### config.mk
export PLATFORM = sky130hd
export DESIGN_NAME = instruction_fetch_unit
export DESIGN_NICKNAME = d
export VERILOG_FILES = /design/src/rtl/arm_fetch_pkg.sv /design/src/rtl/fetch_queue.sv /design/src/rtl/instruction_fetch_unit.sv
export SDC_FILE = /design/constraint.sdc
export NUM_CORES = 1
export LEC_CHECK = 0
export CAP_MARGIN = 20
export CORE_ASPECT_RATIO = 2
export CORE_MARGIN = 2
export CORE_UTILIZATION = 42
export DETAILED_ROUTE_END_ITERATION = 16
export PLACE_DENSITY_LB_ADDON = 0.3
export SETUP_SLACK_MARGIN = 0.3
export SLEW_MARGIN = 0
export SYNTH_ARGS = -nofsm -noshare
export SYNTH_HDL_FRONTEND = slang
export SYNTH_SLANG_ARGS = --single-unit
### constraint.sdc
create_clock -name clock -period 6 [get_ports clock]
set_input_delay 1.2 -clock clock [delete_from_list [all_inputs] [get_ports clock]]
set_output_delay 1.2 -clock clock [all_outputs]
set_load 0.02 [all_outputs]
### src/rtl/arm_fetch_pkg.sv
// rtl/arm_fetch_pkg.sv - shared types for the instruction fetch unit
package arm_fetch_pkg;

  localparam int WORD_W = 32;

  typedef enum logic [1:0] {
    IDLE = 2'd0,
    REQ  = 2'd1,
    WAIT = 2'd2
  } fetch_state_t;

  typedef struct packed {
    logic [WORD_W-1:0] pc;
    logic [WORD_W-1:0] instr;
  } fetch_entry_t;

endpackage

### src/rtl/fetch_queue.sv
// rtl/fetch_queue.sv - synchronous FIFO of fetched {pc, instruction} entries
module fetch_queue
  import arm_fetch_pkg::*;
#(
  parameter int DEPTH = 4
) (
  input  logic                   clock,
  input  logic                   reset,
  input  logic                   push,
  input  fetch_entry_t           push_entry,
  input  logic                   pop,
  input  logic                   flush,
  output fetch_entry_t           head,
  output logic [$clog2(DEPTH):0] count,
  output logic                   full,
  output logic                   empty
);

  localparam int PTR_W = $clog2(DEPTH);
  localparam int CNT_W = PTR_W + 1;

  fetch_entry_t     mem [DEPTH];
  logic [PTR_W-1:0] wr_ptr;
  logic [PTR_W-1:0] rd_ptr;
  logic             do_push;
  logic             do_pop;

  // Flush wins over both push and pop; a push into a full queue is allowed only alongside a pop.
  assign do_pop  = pop & ~empty & ~flush;
  assign do_push = push & ~flush & (~full | do_pop);
  assign full    = (count == CNT_W'(DEPTH));
  assign empty   = (count == '0);
  assign head    = mem[rd_ptr];

  // Entry storage, written at the tail pointer.
  always_ff @(posedge clock) begin
    if (do_push) mem[wr_ptr] <= push_entry;
  end

  // Pointer and occupancy bookkeeping.
  always_ff @(posedge clock or posedge reset) begin
    if (reset) begin
      wr_ptr <= '0;
      rd_ptr <= '0;
      count  <= '0;
    end else if (flush) begin
      wr_ptr <= '0;
      rd_ptr <= '0;
      count  <= '0;
    end else begin
      if (do_push) wr_ptr <= wr_ptr + PTR_W'(1);
      if (do_pop)  rd_ptr <= rd_ptr + PTR_W'(1);
      unique case ({do_push, do_pop})
        2'b10:   count <= count + CNT_W'(1);
        2'b01:   count <= count - CNT_W'(1);
        default: count <= count;
      endcase
    end
  end

endmodule

### src/rtl/instruction_fetch_unit.sv
// rtl/instruction_fetch_unit.sv - fetches instruction words for the PC and queues them for decode
module instruction_fetch_unit
  import arm_fetch_pkg::*;
#(
  parameter int DEPTH  = 4,
  parameter int ADDR_W = 32,
  parameter int DATA_W = 32
) (
  input  logic              clock,
  input  logic              reset,
  input  logic [ADDR_W-1:0] instruction_address,
  input  logic              branch_taken,
  output logic              mem_req,
  output logic [ADDR_W-1:0] mem_addr,
  input  logic              mem_gnt,
  input  logic              mem_rvalid,
  input  logic [DATA_W-1:0] mem_rdata,
  output logic              instruction_valid,
  output logic [DATA_W-1:0] instruction,
  output logic [ADDR_W-1:0] instruction_pc,
  output logic [ADDR_W-1:0] link_value,
  input  logic              instruction_ready,
  output logic              halt_temporarily_signal
);

  localparam int CNT_W = $clog2(DEPTH) + 1;

  fetch_state_t      state_q, state_d;
  logic              drop_q, drop_d;
  logic [ADDR_W-1:0] addr_q, addr_d;
  logic              capture;
  logic              pop;
  fetch_entry_t      push_entry;
  fetch_entry_t      head;
  logic [CNT_W-1:0]  count;
  logic [CNT_W-1:0]  count_after;
  logic              queue_full;
  logic              queue_empty;

  assign mem_req  = (state_q == REQ);
  assign mem_addr = mem_req ? instruction_address : '0;

  // A response is kept only if it was not orphaned by an earlier branch and no branch flushes now.
  assign capture = (state_q == WAIT) & mem_rvalid & ~drop_q & ~branch_taken;
  assign pop     = instruction_valid & instruction_ready & ~branch_taken;

  assign push_entry.pc    = WORD_W'(addr_q);
  assign push_entry.instr = WORD_W'(mem_rdata);

  // The PC may move only when a word is captured or a branch redirects it.
  assign halt_temporarily_signal = reset | ~(capture | branch_taken);

  assign instruction_valid = ~queue_empty;
  assign instruction       = instruction_valid ? DATA_W'(head.instr) : '0;
  assign instruction_pc    = instruction_valid ? ADDR_W'(head.pc) : '0;
  assign link_value        = instruction_valid ? instruction_pc + ADDR_W'(1) : '0;

  fetch_queue #(
    .DEPTH(DEPTH)
  ) u_queue (
    .clock      (clock),
    .reset      (reset),
    .push       (capture),
    .push_entry (push_entry),
    .pop        (pop),
    .flush      (branch_taken),
    .head       (head),
    .count      (count),
    .full       (queue_full),
    .empty      (queue_empty)
  );

  // Queue occupancy after this edge, used to decide whether another fetch fits.
  always_comb begin
    count_after = count;
    if (branch_taken) begin
      count_after = '0;
    end else begin
      unique case ({capture, pop})
        2'b10:   count_after = count + CNT_W'(1);
        2'b01:   count_after = count - CNT_W'(1);
        default: count_after = count;
      endcase
    end
  end

  // Next-state logic: one outstanding fetch, a branch orphans any in-flight response.
  always_comb begin
    state_d = state_q;
    drop_d  = drop_q;
    addr_d  = addr_q;
    unique case (state_q)
      IDLE: begin
        if (branch_taken | ~queue_full | pop) state_d = REQ;
      end
      REQ: begin
        if (mem_gnt) begin
          state_d = WAIT;
          addr_d  = instruction_address;
          drop_d  = branch_taken;
        end
      end
      WAIT: begin
        if (mem_rvalid) begin
          drop_d  = 1'b0;
          state_d = (count_after < CNT_W'(DEPTH)) ? REQ : IDLE;
        end else if (branch_taken) begin
          drop_d = 1'b1;
        end
      end
      default: state_d = IDLE;
    endcase
  end

  // State, drop flag and granted address registers.
  always_ff @(posedge clock or posedge reset) begin
    if (reset) begin
      state_q <= IDLE;
      drop_q  <= 1'b0;
      addr_q  <= '0;
    end else begin
      state_q <= state_d;
      drop_q  <= drop_d;
      addr_q  <= addr_d;
    end
  end

endmodule

# Yosys cells after proc, flatten, opt, wreduce, memory -nomap -nowiden
# Memories as Yosys holds them, arrays and structs flattened.
# Index checks and enable logic that the tools add are counted.
[classes] n_addsub=5 magnitude_cmp=1 eq_ne=11 muxes=23 bitwise_logic=19 n_reduce_logical=9
[ops] operator="32-bit 2-to-1 mux" n=4
[ops] operator="32-bit by 1-bit adder with 32-bit output, second input constant" n=1
[ops] operator="2-bit 2-to-1 mux" n=7
[ops] operator="3-bit case mux with 2 select lines" n=2
[ops] operator="1-bit bitwise AND" n=9
[ops] operator="2-bit by 1-bit == test with 1-bit output, second input constant" n=3
[ops] operator="2-bit == test, second input constant" n=3
[ops] operator="1-bit 2-to-1 mux" n=6
[ops] operator="3-bit 2-to-1 mux" n=2
[ops] operator="2-bit case mux with 3 select lines" n=1
[ops] operator="3-bit AND reduction" n=2
[ops] operator="2-bit nonzero test" n=3
[ops] operator="1-bit inverter" n=5
[ops] operator="1-bit bitwise OR" n=5
[ops] operator="2-bit by 1-bit adder with 2-bit output, second input constant" n=2
[ops] operator="2-bit inequality test, second input constant" n=2
[ops] operator="3-bit by 1-bit adder with 3-bit output, second input constant" n=1
[ops] operator="3-bit == test, second input constant" n=1
[ops] operator="3-bit logical NOT" n=1
[ops] operator="3-bit less-than comparator, second input constant" n=1
[ops] operator="3-bit inequality test, second input constant" n=1
[ops] operator="3-bit nonzero test" n=1
[ops] operator="3-bit by 1-bit subtractor with 3-bit output, second input constant" n=1
[ops] operator="2-bit logical NOT" n=1
[ops] operator="other kinds (3)" n=3
[word_totals] ff_bits=42 ram_bits=256 in_bits=70 output_inout_bits=131 wordCells=75 memories=1
[memory_table] name="u_queue.mem" depth=4 word_bits=64 rd=1 rd_ports_with_merged_regs=0 write_ports=1 line_no="fetch_queue.sv:22" source="fetch_entry_t mem [DEPTH];"

# Logic depth before layout (Yosys ltp)
# Gate-level depths: netlist (run 1).
[logic_depth] ltp_word=11 mapped_depth=15 ltp_nobuf=12

# Cells and area by module
# From an unflattened synthesis (run 1), not the netlist that was laid out.
[unflattened] cells_unflattened=763 hier_area_um2=12788.5
[by_module_without_submodules] mod="fetch_queue" instances=1 cells_per_inst=397 area_each_um2=9766.9 seq_area_each_um2=7862.5
[by_module_without_submodules] mod="instruction_fetch_unit" instances=1 cells_per_inst=366 area_each_um2=3021.6 seq_area_each_um2=875.8

# Worst setup path before layout (run 1)
# OpenSTA, ideal clock, no wires.
[synth_path] kind="reg-to-output" startpoint="register u_queue.count[0]" endpoint="output link_value[22]" arrival_time_ps=3489 required_ps=4800 path_slack_ps=1311 stages_incl_launch_ff=16 n_path_buf=4 path_cell_list="dfrtp_1 -> inv_1 -> ha_1 -> nor2b_1 -> clkbuf_1 -> inv_2 -> buf_2 -> clkbuf_1 -> and2_1 -> ha_1 -> nand3_1 -> a211oi_2 -> and4_1 -> clkbuf_1 -> nand4_1 -> a21oi_1"
[synth_via] elab_chain_cells=4
[synth_rtl] item="from (decl)" line_no="fetch_queue.sv:14" source="output logic [$clog2(DEPTH):0] count,"
[synth_rtl] item="from (signal assigned)" line_no="fetch_queue.sv:54" source="2'b10: count <= count + CNT_W'(1);"
[synth_rtl] item="from (signal assigned)" line_no="fetch_queue.sv:55" source="2'b01: count <= count - CNT_W'(1);"
[synth_rtl] item="from (signal assigned)" line_no="fetch_queue.sv:56" source="default: count <= count;"
[synth_rtl] item="3-bit logical NOT" line_no="fetch_queue.sv:32" source="assign empty = (count == '0);"
[synth_rtl] item="32-bit 2-to-1 mux" line_no="instruction_fetch_unit.sv:55" source="assign instruction_pc = instruction_valid ? ADDR_W'(head.pc) : '0;"
[synth_rtl] item="via instruction_pc[0]" line_no="instruction_fetch_unit.sv:20" source="output logic [ADDR_W-1:0] instruction_pc,"
[synth_rtl] item="32-bit by 1-bit adder with 32-bit output" line_no="instruction_fetch_unit.sv:56" source="assign link_value = instruction_valid ? instruction_pc + ADDR_W'(1) : '0;"
[synth_rtl] item="32-bit 2-to-1 mux" line_no="instruction_fetch_unit.sv:56"
[synth_rtl] item="to (decl)" line_no="instruction_fetch_unit.sv:21" source="output logic [ADDR_W-1:0] link_value,"
# The timed path passes the listed nets, and every way through them passes these cells.

# Worst setup path in the final report (run 1)
[layout_path] startpoint="register u_queue.count[1]" endpoint="output link_value[24]"
[layout_via] elab_chain_cells=4
[layout_rtl] item="3-bit logical NOT (*)" line_no="fetch_queue.sv:32"
[layout_rtl] item="32-bit 2-to-1 mux" line_no="instruction_fetch_unit.sv:55"
[layout_rtl] item="32-bit by 1-bit adder with 32-bit output" line_no="instruction_fetch_unit.sv:56"
[layout_rtl] item="32-bit 2-to-1 mux (*)" line_no="instruction_fetch_unit.sv:56"
# Every way passes the cells marked *; elsewhere a longest branch is shown, timed or not.

==> impl_metrics.prom, run 1 <==
# TYPE chip_impl_metric gauge
chip_impl_metric{name="yosysUniqueCellTypes",unit=""} 54
chip_impl_metric{name="synth-edff-count",unit=""} 256
chip_impl_metric{name="postSynthCellCount",unit=""} 756
chip_impl_metric{name="timing.reg2reg.setup_slack",unit="ps"} 1980
chip_impl_metric{name="post-synth-top-area-fraction",unit="%"} 60.2
chip_impl_info{name="tritoncts",value="done"} 1
chip_impl_metric{name="slew_violations",unit=""} 0
chip_impl_metric{name="path_max_fanout",unit=""} 23
chip_impl_info{name="synth.area.top_cells",value="edfxtp_1, mux4_2, dfrtp_1"} 1
chip_impl_metric{name="critPathRequiredTime",unit="ps"} 4800
chip_impl_metric{name="drtIter0Drc",unit=""} 414
chip_impl_metric{name="worst_pin_slew",unit="ps"} 1050
chip_impl_metric{name="final.min_clock_period",unit="ps"} 5360
chip_impl_metric{name="final_layout_size_suffix_gt1_share",unit="%"} 17.6
chip_impl_metric{name="syn_avg_cell_area",unit="sq um"} 16.9
chip_impl_metric{name="synth-xor-area-share",unit="%"} 1.30
chip_impl_metric{name="synthesized_area",unit="sq um"} 12800
chip_impl_metric{name="num-nets-final",unit=""} 1036
chip_impl_metric{name="coreArea",unit="sq um"} 30100
chip_impl_metric{name="worstRegToRegCells",unit=""} 9
chip_impl_metric{name="dpl.hpwl",unit="mm"} 19.9
chip_impl_metric{name="cts_made_buffers",unit=""} 26
chip_impl_metric{name="maxClockFrequency",unit="MHz"} 186
chip_impl_metric{name="postSynthNetCount",unit=""} 836
chip_impl_metric{name="cts-root-to-sink-buffers",unit=""} 3
chip_impl_metric{name="finalClockSkew",unit="ps"} 8.48
chip_impl_metric{name="report.final.hold_viol_count",unit=""} 0
chip_impl_metric{name="mux_cell_area_share_after_synthesis",unit="%"} 15.4
chip_impl_info{name="timing.rr.start",value="u_queue.count[1]"} 1
chip_impl_info{name="timing.critical_path.from_type",value="flop"} 1
chip_impl_metric{name="largest_net_degree_at_the_start_of_global_routing",unit=""} 65
chip_impl_info{name="status",value="finished clean"} 1
chip_impl_metric{name="clkSlewWorstSetupHoldPaths",unit="ps"} 70
chip_impl_info{name="hold-path-endpoint",value="u_queue.mem[3][49]"} 1
chip_impl_metric{name="p_leak",unit="nW"} 5.36
chip_impl_metric{name="clkLatencyLatePin",unit="ps"} 540
chip_impl_info{name="yosys-top-cells-count",value="edfxtp_1, and2_1, mux4_2"} 1
chip_impl_metric{name="synth.ff_latch_count",unit=""} 298
chip_impl_metric{name="firstDrtPassIters",unit=""} 4
chip_impl_metric{name="tritoncts_num_sinks",unit=""} 298
chip_impl_info{name="synth.most_common_cell",value="edfxtp_1"} 1
chip_impl_info{name="post-synth-top-area-cell",value="edfxtp_1"} 1
chip_impl_metric{name="via_per_inst",unit=""} 5.37
chip_impl_metric{name="placement.cell_area",unit="sq um"} 15100
chip_impl_info{name="rsz0062_at_grt",value="yes"} 1
chip_impl_metric{name="synth_compound_area_share",unit="%"} 1.84
chip_impl_info{name="worst-setup-path-type",value="flop to output port"} 1
chip_impl_metric{name="peakVddDrop",unit="mV"} 0.323
chip_impl_metric{name="grt_use_total",unit="%"} 18.6
chip_impl_metric{name="synth_simple_gate_area_share",unit="%"} 9.76
chip_impl_metric{name="drtAntennaViolNets",unit=""} 0
chip_impl_metric{name="p_r_area_growth_vs_syn",unit="%"} 25.6
chip_impl_metric{name="globalRouteOverflowTotal",unit=""} 0
chip_impl_metric{name="io_pins",unit=""} 201
chip_impl_info{name="hold_start",value="addr_q[17]"} 1
chip_impl_metric{name="timing.hold.worst_path_depth",unit=""} 0
chip_impl_info{name="worst_setup_path_end_kind",value="output port"} 1
chip_impl_metric{name="full_die_area",unit="sq um"} 31900
chip_impl_metric{name="die_x_extent",unit="um"} 127
chip_impl_metric{name="power.density_cell_area",unit="nW/um^2"} 475
chip_impl_metric{name="final.period_utilization",unit="%"} 89.4
chip_impl_metric{name="grt_antenna_before_repair",unit=""} 0
chip_impl_metric{name="final_design_area_no_fill",unit="sq um"} 16000
chip_impl_metric{name="worstPathArrival",unit="ps"} 4160
chip_impl_metric{name="dieHeight",unit="um"} 251
chip_impl_metric{name="rows",unit=""} 90
chip_impl_metric{name="wl",unit="mm"} 29.8
chip_impl_metric{name="dr_total_vias",unit=""} 7219
chip_impl_metric{name="place_congestion",unit=""} 0.854
chip_impl_metric{name="final-setup-viol-count",unit=""} 0
chip_impl_metric{name="post_drt_wl_per_cell",unit="um"} 22.2
chip_impl_info{name="clock_tree.root_cell",value="clkbuf_16"} 1
chip_impl_metric{name="ys.warnings.count",unit=""} 0
chip_impl_metric{name="htreeDepth",unit=""} 1
chip_impl_metric{name="insertedDiodeCount",unit=""} 0
chip_impl_metric{name="route.detailed.drc",unit=""} 0
chip_impl_metric{name="cts_hold_repair.buffers",unit=""} 0
chip_impl_metric{name="grt_pass1_wl",unit="mm"} 44.6
chip_impl_metric{name="post_synth_fa_ha_maj_area_fraction",unit="%"} 0.979
chip_impl_info{name="main_combinational_cell_family_by_area_after_synthesis",value="multiplexers"} 1
chip_impl_metric{name="placement.io_buffers",unit=""} 200
chip_impl_metric{name="drv.max_cap_violation_count",unit=""} 0
chip_impl_metric{name="fin_setup_tns",unit="ps"} 0
chip_impl_info{name="worstReg2RegEnd",value="u_queue.mem[3][22]"} 1
chip_impl_metric{name="worst_slew_margin_rel",unit="%"} 29.9
chip_impl_info{name="hold_class",value="flop to flop"} 1
chip_impl_metric{name="ffs_w_async_s_r_synth",unit="%"} 14.1
chip_impl_info{name="synthFlopType",value="edfxtp_1"} 1
chip_impl_metric{name="sequential_area_share_after_synthesis",unit="%"} 68.4
chip_impl_metric{name="grt_pass1_vias",unit=""} 7514
chip_impl_metric{name="initial_utilization",unit="%"} 42.5
[worst max-delay path by stage]
| stage | endpoint | start | slack, ps |
|---|---|---|---|
| 6_report | link_value[24] | u_queue.count[1] | 640 |
| 5_1_grt | link_value[24] | u_queue.count[1] | 300 |
| 4_1_cts | link_value[24] | u_queue.rd_ptr[0] | 300 |
| 3_5_place_dp | link_value[24] | u_queue.rd_ptr[0] | 940 |
| 3_3_place_gp | link_value[24] | u_queue.rd_ptr[0] | 980 |
| 2_1_floorplan | link_value[22] | u_queue.count[0] | 1310 |
[sequential cells by signal (all words and copies together) (netlist names)]
signal	flops
u_queue.wr_ptr	2
state_q	2
u_queue.mem	256
drop_q	1
u_queue.rd_ptr	2
u_queue.count	3
addr_q	32
[cells by family after synthesis]
kind of cell / count (synthesis)
AO/OA/AOI/OAI: 35
XOR/XNOR: 19
adder cells (fa/ha/maj): 10
buffers and inverters: 60
flip-flops: 298
multiplexers: 109
AND/OR/NAND/NOR: 225
[cell usage in the layout (no fill, tap or decap), drive strengths merged, types with 2 or more instances in the layout]
master         Yosys  routed
a31oi              4       4
and2              96      96
clkbuf            24      30
and3               7       7
xnor2             10      10
nand2             22      22
o21ai              7       7
a211oi             4       4
nor2b              2       2
a22oi              2       2
buf               16      12
inv               20      20
ha                10      10
clkinvlp           0       6
or3                3       3
a21oi              9       9
bufinv             0       3
nor4               6       6
nor3               4       4
xor2               9       9
edfxtp           256     256
mux2i              3       3
nor2              48      48
nand3             16      16
clkdlybuf4s50      0     200
mux4              62      62
dfrtp             42      42
clkinv             0       9
nand4             10      10
and4               5       5
mux2              44      44
[through the flow]
step                hold WS (ps)  util (%)  power [mW]  instances  setup WS (ps)
global route                 529      53.4        7.97       1344            301
global placement             485      50.3        5.92       1295            983
detailed placement           499      50.3        5.95       1295            940
finish                       510      53.4        7.62       1344            636
CTS                          511      53.3        7.69       1343            300
floorplan                    471         -        4.57        756           1310
[what timing repair did]
action | 4_1_cts | 5_1_grt
setup endpoints to repair | 0 | 8
endpoints found under the hold margin | 0 | 0
buffers inserted | 0 | 1
gates resized for setup | 0 | 3
[area by class of cell]
class                           count  area, sq um
Fill cell                        2415        14000
Multi-Input combinational cell    398         3760
Tap cell                          368          460
Inverter                           20         76.3
Clock buffer                       30          707
Timing Repair Buffer              212         2110
Clock inverter                     18          186
Sequential cell                   298         8750
[routing by layer]
layer | GRT usage, % | up-vias | part of all wire (%)
li1 | - | 3296 | -
met1 | 22.8 | 3665 | 38
met2 | 32.9 | 207 | 54
met3 | 2.80 | 51 | 4.5
met4 | 7.00 | 0 | 3.3
met5 | 0 | - | 0
[critical path, cell delays in order, from the launching register on]
cell	delay, ps
dfrtp_1	390
inv_1	80
ha_1	260
nor2b_2	210
clkinv_2	230
and2_1	200
ha_1	230
nand3_1	190
a211oi_4	360
nand4_1	230
or3_1	360
a21oi_1	210
clkdlybuf4s50_1	650
[report_power, final]
part / switching (mW) / leakage (nW) / internal [mW]
Sequential: 0.235 / 2.81 / 2.55
Combinational: 1.65 / 2.13 / 1.47
Clock: 0.745 / 0.425 / 0.981
Total: 2.63 / 5.36 / 4.99
(Power assumes the default switching activity.)
==> run 2: changes to the inputs <==
--- a/config.mk
+++ b/config.mk
@@ -6,6 +6,8 @@
 export NUM_CORES = 1
 export LEC_CHECK = 0
 export CAP_MARGIN = 20
+export CELL_PAD_IN_SITES_DETAIL_PLACEMENT = 2
+export CELL_PAD_IN_SITES_GLOBAL_PLACEMENT = 2
 export CORE_ASPECT_RATIO = 2
 export CORE_MARGIN = 2
 export CORE_UTILIZATION = 42
==> run 2 against run 1 <==
Final cell count is 0.45% higher. Power is 4.8% higher. Via count is 3.6% higher. Utilization is 0.63 points higher. Cell area is 1.2% higher. Die area stayed put. Sequential share of layout area is 0.63 points lower. Combinational power is 4% higher. Largest power group unchanged. Register-to-register slack worse by 350 ps. Clock-buffer cell count is 6 higher. Setup slack worse by 170 ps. Critical path type unchanged. First-iteration DRC count is 18% lower.
==> impl_metrics.prom, run 2 (same netlist as run 1, synthesis figures left out) <==
# TYPE chip_impl_metric gauge
chip_impl_info{name="status",value="finished clean"} 1
chip_impl_metric{name="post_drt_wl_per_cell",unit="um"} 26.9
chip_impl_metric{name="final-setup-viol-count",unit=""} 0
chip_impl_info{name="worstReg2RegEnd",value="u_queue.mem[1][2]"} 1
chip_impl_metric{name="grt_pass1_wl",unit="mm"} 54.3
chip_impl_info{name="clock_tree.root_cell",value="clkbuf_16"} 1
chip_impl_metric{name="slew_violations",unit=""} 0
chip_impl_metric{name="critPathRequiredTime",unit="ps"} 4800
chip_impl_metric{name="worstRegToRegCells",unit=""} 10
chip_impl_metric{name="wl",unit="mm"} 36.4
chip_impl_metric{name="rows",unit=""} 90
chip_impl_metric{name="route.detailed.drc",unit=""} 0
chip_impl_metric{name="cts_made_buffers",unit=""} 28
chip_impl_metric{name="maxClockFrequency",unit="MHz"} 181
chip_impl_metric{name="firstDrtPassIters",unit=""} 4
chip_impl_metric{name="cts-root-to-sink-buffers",unit=""} 3
chip_impl_metric{name="drv.max_cap_violation_count",unit=""} 0
chip_impl_info{name="critical_path_origin",value="u_queue.count[1]"} 1
chip_impl_metric{name="grt_antenna_before_repair",unit=""} 0
chip_impl_metric{name="overall_power_of_the_completed_layout",unit="mW"} 7.99
chip_impl_metric{name="dieHeight",unit="um"} 251
chip_impl_info{name="hold_class",value="flop to flop"} 1
chip_impl_metric{name="clkLatencyLatePin",unit="ps"} 570
chip_impl_metric{name="report.final.hold_viol_count",unit=""} 0
chip_impl_metric{name="largest_net_degree_at_the_start_of_global_routing",unit=""} 65
chip_impl_metric{name="power.density_cell_area",unit="nW/um^2"} 492
chip_impl_metric{name="timing.reg2reg.setup_slack",unit="ps"} 1630
chip_impl_metric{name="path_max_fanout",unit=""} 13
chip_impl_metric{name="p_leak",unit="nW"} 5.46
chip_impl_metric{name="final_cells",unit=""} 1350
chip_impl_info{name="final_cell_mix",value="edfxtp_1, clkdlybuf4s50_1, and2_1, mux4_2, nor2_1"} 1
chip_impl_metric{name="die_x_extent",unit="um"} 127
chip_impl_metric{name="dr_total_vias",unit=""} 7477
chip_impl_info{name="timing.rr.start",value="u_queue.count[1]"} 1
chip_impl_metric{name="worstPathArrival",unit="ps"} 4330
chip_impl_metric{name="grt_use_total",unit="%"} 22.9
chip_impl_metric{name="finalCoreUtilization",unit="%"} 54.0
chip_impl_metric{name="coreArea",unit="sq um"} 30100
chip_impl_metric{name="num-nets-final",unit=""} 1040
chip_impl_metric{name="grt_pass1_vias",unit=""} 8571
chip_impl_info{name="hold_start",value="addr_q[16]"} 1
chip_impl_info{name="hold-path-endpoint",value="u_queue.mem[2][48]"} 1
chip_impl_info{name="worst-setup-path-type",value="flop to output port"} 1
chip_impl_metric{name="clkSlewWorstSetupHoldPaths",unit="ps"} 70
chip_impl_metric{name="place_congestion",unit=""} 0.774
chip_impl_metric{name="insertedDiodeCount",unit=""} 0
chip_impl_metric{name="final.min_clock_period",unit="ps"} 5530
chip_impl_info{name="timing.critical_path.from_type",value="flop"} 1
chip_impl_metric{name="placed_cells",unit=""} 1294
chip_impl_metric{name="timing.hold.worst_path_depth",unit=""} 0
chip_impl_metric{name="worst_slew_margin_rel",unit="%"} 28.6
chip_impl_metric{name="p_r_area_growth_vs_syn",unit="%"} 27.1
chip_impl_metric{name="io_pins",unit=""} 201
chip_impl_metric{name="final.period_utilization",unit="%"} 92.2
chip_impl_info{name="biggestRegsByFlops",value="u_queue.mem: 256 flops, addr_q: 32 flops, u_queue.count: 3 flops"} 1
chip_impl_metric{name="tritoncts_num_sinks",unit=""} 298
chip_impl_metric{name="drtAntennaViolNets",unit=""} 0
chip_impl_metric{name="full_die_area",unit="sq um"} 31900
chip_impl_metric{name="globalRouteOverflowTotal",unit=""} 0
chip_impl_metric{name="final_layout_size_suffix_gt1_share",unit="%"} 17.9
chip_impl_metric{name="peakVddDrop",unit="mV"} 0.302
chip_impl_metric{name="dpl.hpwl",unit="mm"} 24.3
chip_impl_metric{name="drtIter0Drc",unit=""} 338
chip_impl_metric{name="initial_utilization",unit="%"} 42.5
chip_impl_metric{name="finalClockSkew",unit="ps"} 21.1
chip_impl_info{name="rsz0062_at_grt",value="yes"} 1
chip_impl_metric{name="placement.io_buffers",unit=""} 200
chip_impl_metric{name="largest_register_ff_count",unit=""} 256
chip_impl_metric{name="via_per_inst",unit=""} 5.54
chip_impl_metric{name="worst_pin_slew",unit="ps"} 1070
chip_impl_info{name="layout.cells.most_common",value="edfxtp_1"} 1
chip_impl_metric{name="fin_setup_tns",unit="ps"} 0
chip_impl_info{name="tritoncts",value="done"} 1
chip_impl_metric{name="htreeDepth",unit=""} 1
chip_impl_info{name="worst_setup_path_end_kind",value="output port"} 1
chip_impl_info{name="regMostFlops",value="u_queue.mem"} 1
## run 2: cell types whose count changed in the layout (fill, tap and decap cells not counted), moves of 2 or more
cell	previous run	this run
clkbuf_16	27	29
clkbuf_1	1	5
clkinvlp_4	6	1
bufinv_16	3	6
## run 2: power breakdown
group	switching (mW)	internal, mW	total (mW)
logic	1.76	1.49	3.24
clock network	0.794	1.17	1.97
registers	0.236	2.55	2.78
total	2.79	5.20	7.99
## run 2: worst max-delay path, stage by stage (launching register included)
cell,delay (ps)
dfrtp_1,390
inv_1,80
ha_1,280
nor2b_4,170
inv_2,230
and2_1,220
ha_1,260
nand3_1,200
a211oi_4,390
nand4_1,260
or3_1,370
a21oi_1,250
clkdlybuf4s50_1,660
## run 2: how the worst max path moves through the flow
stage                                 to  slack [ps]  cells after the start
after CTS                 link_value[27]         360                     11
after global placement    link_value[24]         960                      9
after global routing      link_value[24]         260                     12
after detailed placement  link_value[24]         880                      9
final                     link_value[24]         470                     12
after floorplan           link_value[22]        1310                     15
## run 2: timing repair
item | CTS | global route
setup buffers | 1 | 2
setup endpoints to repair | 3 | 5
hold buffers | 0 | 0
pin swaps | 0 | 1
resized for setup | 2 | 2
endpoints found under the hold margin | 0 | 0
## run 2: per-layer routing
metal	vias to the layer above	wire [um]	part of all wire (%)	GRT usage (%)
li1	3299	-	-	-
met1	3913	13300	36	25.2
met2	206	20500	56	43.8
met3	59	1290	3.6	3.14
met4	0	1310	3.6	8.76
met5	-	0	0	0
## run 2: final cells by class
cell class                      count  area [sq um]
Inverter                           20          75.1
Tap cell                          368           460
Clock buffer                       36           772
Fill cell                        2618         13800
Timing Repair Buffer              214          2160
Clock inverter                     16           246
Sequential cell                   298          8750
Multi-Input combinational cell    398          3780
## run 2: per-stage QoR
step           area (sq um)  worst slack [ps]  hold slack [ps]
2_1_floorplan         12800              1310              471
3_3_place_gp          15100               964              483
3_5_place_dp          15100               885              506
4_1_cts               16200               360              513
5_1_grt               16200               259              533
6_report              16200               469              514
==> run 3: changes to the inputs <==
--- a/config.mk
+++ b/config.mk
@@ -8,13 +8,15 @@
 export CAP_MARGIN = 20
 export CELL_PAD_IN_SITES_DETAIL_PLACEMENT = 2
 export CELL_PAD_IN_SITES_GLOBAL_PLACEMENT = 2
-export CORE_ASPECT_RATIO = 2
+export CORE_ASPECT_RATIO = 1.4
 export CORE_MARGIN = 2
 export CORE_UTILIZATION = 42
 export DETAILED_ROUTE_END_ITERATION = 16
+export MAX_ROUTING_LAYER = met4
 export PLACE_DENSITY_LB_ADDON = 0.3
 export SETUP_SLACK_MARGIN = 0.3
 export SLEW_MARGIN = 0
 export SYNTH_ARGS = -nofsm -noshare
 export SYNTH_HDL_FRONTEND = slang
+export SYNTH_HIERARCHICAL = 1
 export SYNTH_SLANG_ARGS = --single-unit
==> run 3 against run 2 <==
Fmax decreased by 1.2%. Critical endpoint is now link_value[30]. Utilization rose by 0.48 points. Combinational power decreased by 78%. Routed wire length rose by 0.27%. Area after synthesis is 0.11% higher. Sequential power decreased by 3%. Synthesized cell count is 0.93% higher. Final cell count increased by 1.9%. Power fell by 33%.
==> impl_metrics.prom, run 3 <==
# TYPE chip_impl_metric gauge
chip_impl_metric{name="grt_use_total",unit="%"} 24.0
chip_impl_metric{name="drtIter0Drc",unit=""} 449
chip_impl_info{name="status",value="finished clean"} 1
chip_impl_metric{name="io_pins",unit=""} 201
chip_impl_info{name="regMostFlops",value="u_queue/mem"} 1
chip_impl_metric{name="synth_simple_gate_area_share",unit="%"} 10.7
chip_impl_info{name="biggestRegsByFlops",value="u_queue/mem: 256 flops, addr_q: 32 flops, u_queue/count: 3 flops"} 1
chip_impl_info{name="hold_class",value="flop to flop"} 1
chip_impl_metric{name="post_synth_fa_ha_maj_area_fraction",unit="%"} 0.841
chip_impl_info{name="path_delay_family",value="simple AND/OR/NAND/NOR gates"} 1
chip_impl_metric{name="coreArea",unit="sq um"} 29900
chip_impl_metric{name="grt_pass1_vias",unit=""} 8706
chip_impl_metric{name="largest_net_degree_at_the_start_of_global_routing",unit=""} 65
chip_impl_info{name="synthFlopType",value="edfxtp_1"} 1
chip_impl_metric{name="post-synth-top-area-fraction",unit="%"} 60.1
chip_impl_metric{name="num-nets-final",unit=""} 1044
chip_impl_metric{name="place_congestion",unit=""} 0.736
chip_impl_metric{name="dieHeight",unit="um"} 210
chip_impl_metric{name="firstDrtPassIters",unit=""} 4
chip_impl_metric{name="cts_made_buffers",unit=""} 30
chip_impl_metric{name="yosysUniqueCellTypes",unit=""} 47
chip_impl_metric{name="sequential_area_share_after_synthesis",unit="%"} 68.3
chip_impl_metric{name="critPathRequiredTime",unit="ps"} 4800
chip_impl_metric{name="postSynthNetCount",unit=""} 841
chip_impl_info{name="worst-setup-path-type",value="flop to output port"} 1
chip_impl_metric{name="timing.reg2reg.setup_slack",unit="ps"} 2370
chip_impl_metric{name="placement.cell_area",unit="sq um"} 15300
chip_impl_metric{name="die_x_extent",unit="um"} 151
chip_impl_metric{name="htreeDepth",unit=""} 1
chip_impl_info{name="layout.cells.most_common",value="edfxtp_1"} 1
chip_impl_metric{name="insertedDiodeCount",unit=""} 0
chip_impl_metric{name="worstPathArrival",unit="ps"} 4400
chip_impl_info{name="worstReg2RegEnd",value="u_queue/mem[3][37]"} 1
chip_impl_metric{name="final-setup-viol-count",unit=""} 0
chip_impl_info{name="timing.rr.start",value="u_queue/count[0]"} 1
chip_impl_info{name="worst_setup_path_end_kind",value="output port"} 1
chip_impl_info{name="hold-path-endpoint",value="u_queue/mem[0][44]"} 1
chip_impl_metric{name="synth_compound_area_share",unit="%"} 2.03
chip_impl_info{name="clock_tree.root_cell",value="clkbuf_16"} 1
chip_impl_metric{name="peakVddDrop",unit="mV"} 0.256
chip_impl_metric{name="final_cells",unit=""} 1375
chip_impl_metric{name="cp_slowest_stage_delay",unit="ps"} 680
chip_impl_metric{name="dr_total_vias",unit=""} 7587
chip_impl_info{name="slowest_stage",value="or4_1"} 1
chip_impl_metric{name="synthesized_area",unit="sq um"} 12800
chip_impl_metric{name="post_drt_wl_per_cell",unit="um"} 26.5
chip_impl_info{name="hold_start",value="addr_q[12]"} 1
chip_impl_metric{name="cts_hold_repair.buffers",unit=""} 0
chip_impl_metric{name="grt_pass1_wl",unit="mm"} 55.0
chip_impl_metric{name="finalClockSkew",unit="ps"} 11.6
chip_impl_metric{name="p_r_area_growth_vs_syn",unit="%"} 27.5
chip_impl_metric{name="worstRegToRegCells",unit=""} 7
chip_impl_metric{name="report.final.hold_viol_count",unit=""} 0
chip_impl_info{name="tritoncts",value="done"} 1
chip_impl_metric{name="mux_cell_area_share_after_synthesis",unit="%"} 15.2
chip_impl_metric{name="timing.hold.worst_path_depth",unit=""} 0
chip_impl_metric{name="final.min_clock_period",unit="ps"} 5600
chip_impl_metric{name="worst_slew_margin_rel",unit="%"} 39.6
chip_impl_metric{name="postSynthCellCount",unit=""} 763
chip_impl_metric{name="drv.max_cap_violation_count",unit=""} 0
chip_impl_metric{name="ffs_w_async_s_r_synth",unit="%"} 14.1
chip_impl_metric{name="placed_cells",unit=""} 1318
chip_impl_info{name="timing.critical_path.from_type",value="flop"} 1
chip_impl_metric{name="path_max_fanout",unit=""} 8
chip_impl_metric{name="slew_violations",unit=""} 0
chip_impl_metric{name="dpl.hpwl",unit="mm"} 23.9
chip_impl_metric{name="synth.ff_latch_count",unit=""} 298
chip_impl_metric{name="syn_avg_cell_area",unit="sq um"} 16.8
chip_impl_metric{name="initial_utilization",unit="%"} 42.7
chip_impl_metric{name="final_design_area_no_fill",unit="sq um"} 16300
chip_impl_info{name="final_cell_mix",value="edfxtp_1, clkdlybuf4s50_1, nor2b_1, mux4_2, mux2_2"} 1
chip_impl_info{name="synth.most_common_cell",value="edfxtp_1"} 1
chip_impl_metric{name="grt_antenna_before_repair",unit=""} 0
chip_impl_metric{name="synth-xor-area-share",unit="%"} 0.890
chip_impl_metric{name="tritoncts_num_sinks",unit=""} 298
chip_impl_metric{name="full_die_area",unit="sq um"} 31900
chip_impl_metric{name="ys.warnings.count",unit=""} 6
chip_impl_info{name="synth.area.top_cells",value="edfxtp_1, mux4_2, dfrtp_1"} 1
chip_impl_metric{name="crit_buf_inv",unit=""} 1
chip_impl_metric{name="final_layout_size_suffix_gt1_share",unit="%"} 17.8
chip_impl_metric{name="worst_pin_slew",unit="ps"} 903
chip_impl_metric{name="p_leak",unit="nW"} 5.25
chip_impl_metric{name="clkSlewWorstSetupHoldPaths",unit="ps"} 60
chip_impl_info{name="crit_chain",value="mux4_2, nor2b_1, ha_1, nand3b_1, or4_1, nor4_1, mux2_2, clkdlybuf4s50_1"} 1
chip_impl_metric{name="critical_path_cell_count",unit=""} 8
chip_impl_metric{name="wl",unit="mm"} 36.5
chip_impl_metric{name="route.detailed.drc",unit=""} 0
chip_impl_metric{name="final.period_utilization",unit="%"} 93.3
chip_impl_info{name="main_combinational_cell_family_by_area_after_synthesis",value="multiplexers"} 1
chip_impl_metric{name="drtAntennaViolNets",unit=""} 0
chip_impl_metric{name="cts-root-to-sink-buffers",unit=""} 3
chip_impl_metric{name="synth-edff-count",unit=""} 256
chip_impl_info{name="post-synth-top-area-cell",value="edfxtp_1"} 1
chip_impl_metric{name="rows",unit=""} 75
chip_impl_info{name="rsz0062_at_grt",value="no"} 1
chip_impl_metric{name="power.density_cell_area",unit="nW/um^2"} 326
chip_impl_metric{name="maxClockFrequency",unit="MHz"} 179
chip_impl_metric{name="via_per_inst",unit=""} 5.52
chip_impl_metric{name="placement.io_buffers",unit=""} 200
chip_impl_metric{name="globalRouteOverflowTotal",unit=""} 0
chip_impl_metric{name="overall_power_of_the_completed_layout",unit="mW"} 5.32
chip_impl_info{name="yosys-top-cells-count",value="edfxtp_1, nor2b_1, mux4_2"} 1
chip_impl_metric{name="clkLatencyLatePin",unit="ps"} 550
chip_impl_metric{name="largest_register_ff_count",unit=""} 256
[run 3: cell count changes in the layout (fill, tap and decap cells not counted), moves of 5 or more]
| cell | before | now |
|---|---|---|
| nor2b_1 | 0 | 65 |
| and2_1 | 89 | 33 |
| nor2_1 | 48 | 32 |
| mux4_2 | 51 | 64 |
| mux4_1 | 11 | 0 |
| or4_1 | 0 | 8 |
| a21oi_1 | 9 | 16 |
| o31ai_1 | 1 | 7 |
| xnor2_1 | 10 | 4 |
| and2_4 | 5 | 0 |
| clkbuf_1 | 5 | 10 |
| or3_1 | 3 | 8 |
[run 3: report_power, final]
| part | total, mW | internal (mW) | switching [mW] |
|---|---|---|---|
| Sequential | 2.70 | 2.52 | 0.181 |
| Combinational | 0.715 | 0.369 | 0.346 |
| Clock | 1.90 | 1.12 | 0.781 |
[run 3: worst max-delay path by stage]
| stage | from | end | slack, ps |
|---|---|---|---|
| 3_5_place_dp | u_queue/rd_ptr[1] | link_value[26] | 1020 |
| 5_1_grt | u_queue/rd_ptr[0] | link_value[25] | 300 |
| 3_3_place_gp | u_queue/rd_ptr[0] | link_value[26] | 1100 |
| 6_report | u_queue/rd_ptr[0] | link_value[30] | 400 |
| 2_1_floorplan | instruction_ready | u_queue/mem[0][0] | -1210 |
| 4_1_cts | u_queue/rd_ptr[1] | link_value[30] | 390 |
[run 3: logic make-up after synthesis]
| family | count (synthesis) |
|---|---|
| buffers and inverters | 57 |
| adder cells (fa/ha/maj) | 8 |
| multiplexers | 108 |
| AO/OA/AOI/OAI | 43 |
| XOR/XNOR | 13 |
| flip-flops | 298 |
| AND/OR/NAND/NOR | 236 |
[run 3: timing repair]
item,4_1_cts,5_1_grt
endpoints found under the setup margin,0,4
gates resized for setup,0,2
buffers inserted,0,1
[run 3: area by class of cell]
class / count / area, sq um
clock buffers: 41 / 813
clock inverters: 15 / 184
fillers: 2637 / 13600
inverters: 14 / 52.6
flip-flops and latches: 298 / 8750
multi-input cells: 408 / 3830
repair buffers: 214 / 2200
well taps: 385 / 482
[run 3: per-stage QoR]
stage	worst slack [ps]	hold WS [ps]	setup TNS (ps)	utilization [%]
finish	403	520	0	54.5
global placement	1100	487	0	51.0
detailed placement	1020	508	0	51.1
floorplan	-1210	471	-310560	-
global route	299	543	0	54.5
CTS	393	521	0	54.4
[run 3: worst reg2reg max path, cell delays in order (launching register included)]
cell and delay, ps:
dfrtp_1 580, nor3_2 100, buf_4 330, nand2b_1 270
nor2_1 690, o21ai_0 480, nor3b_2 360, buf_12 370
[run 3: routing by layer]
metal	part of all wire, %	vias up	GRT usage, %
met1	39	3984	28.5
met5	0	-	-
met2	55	208	43.0
met3	4.2	44	3.05
met4	2.2	0	5.90
li1	-	3351	-
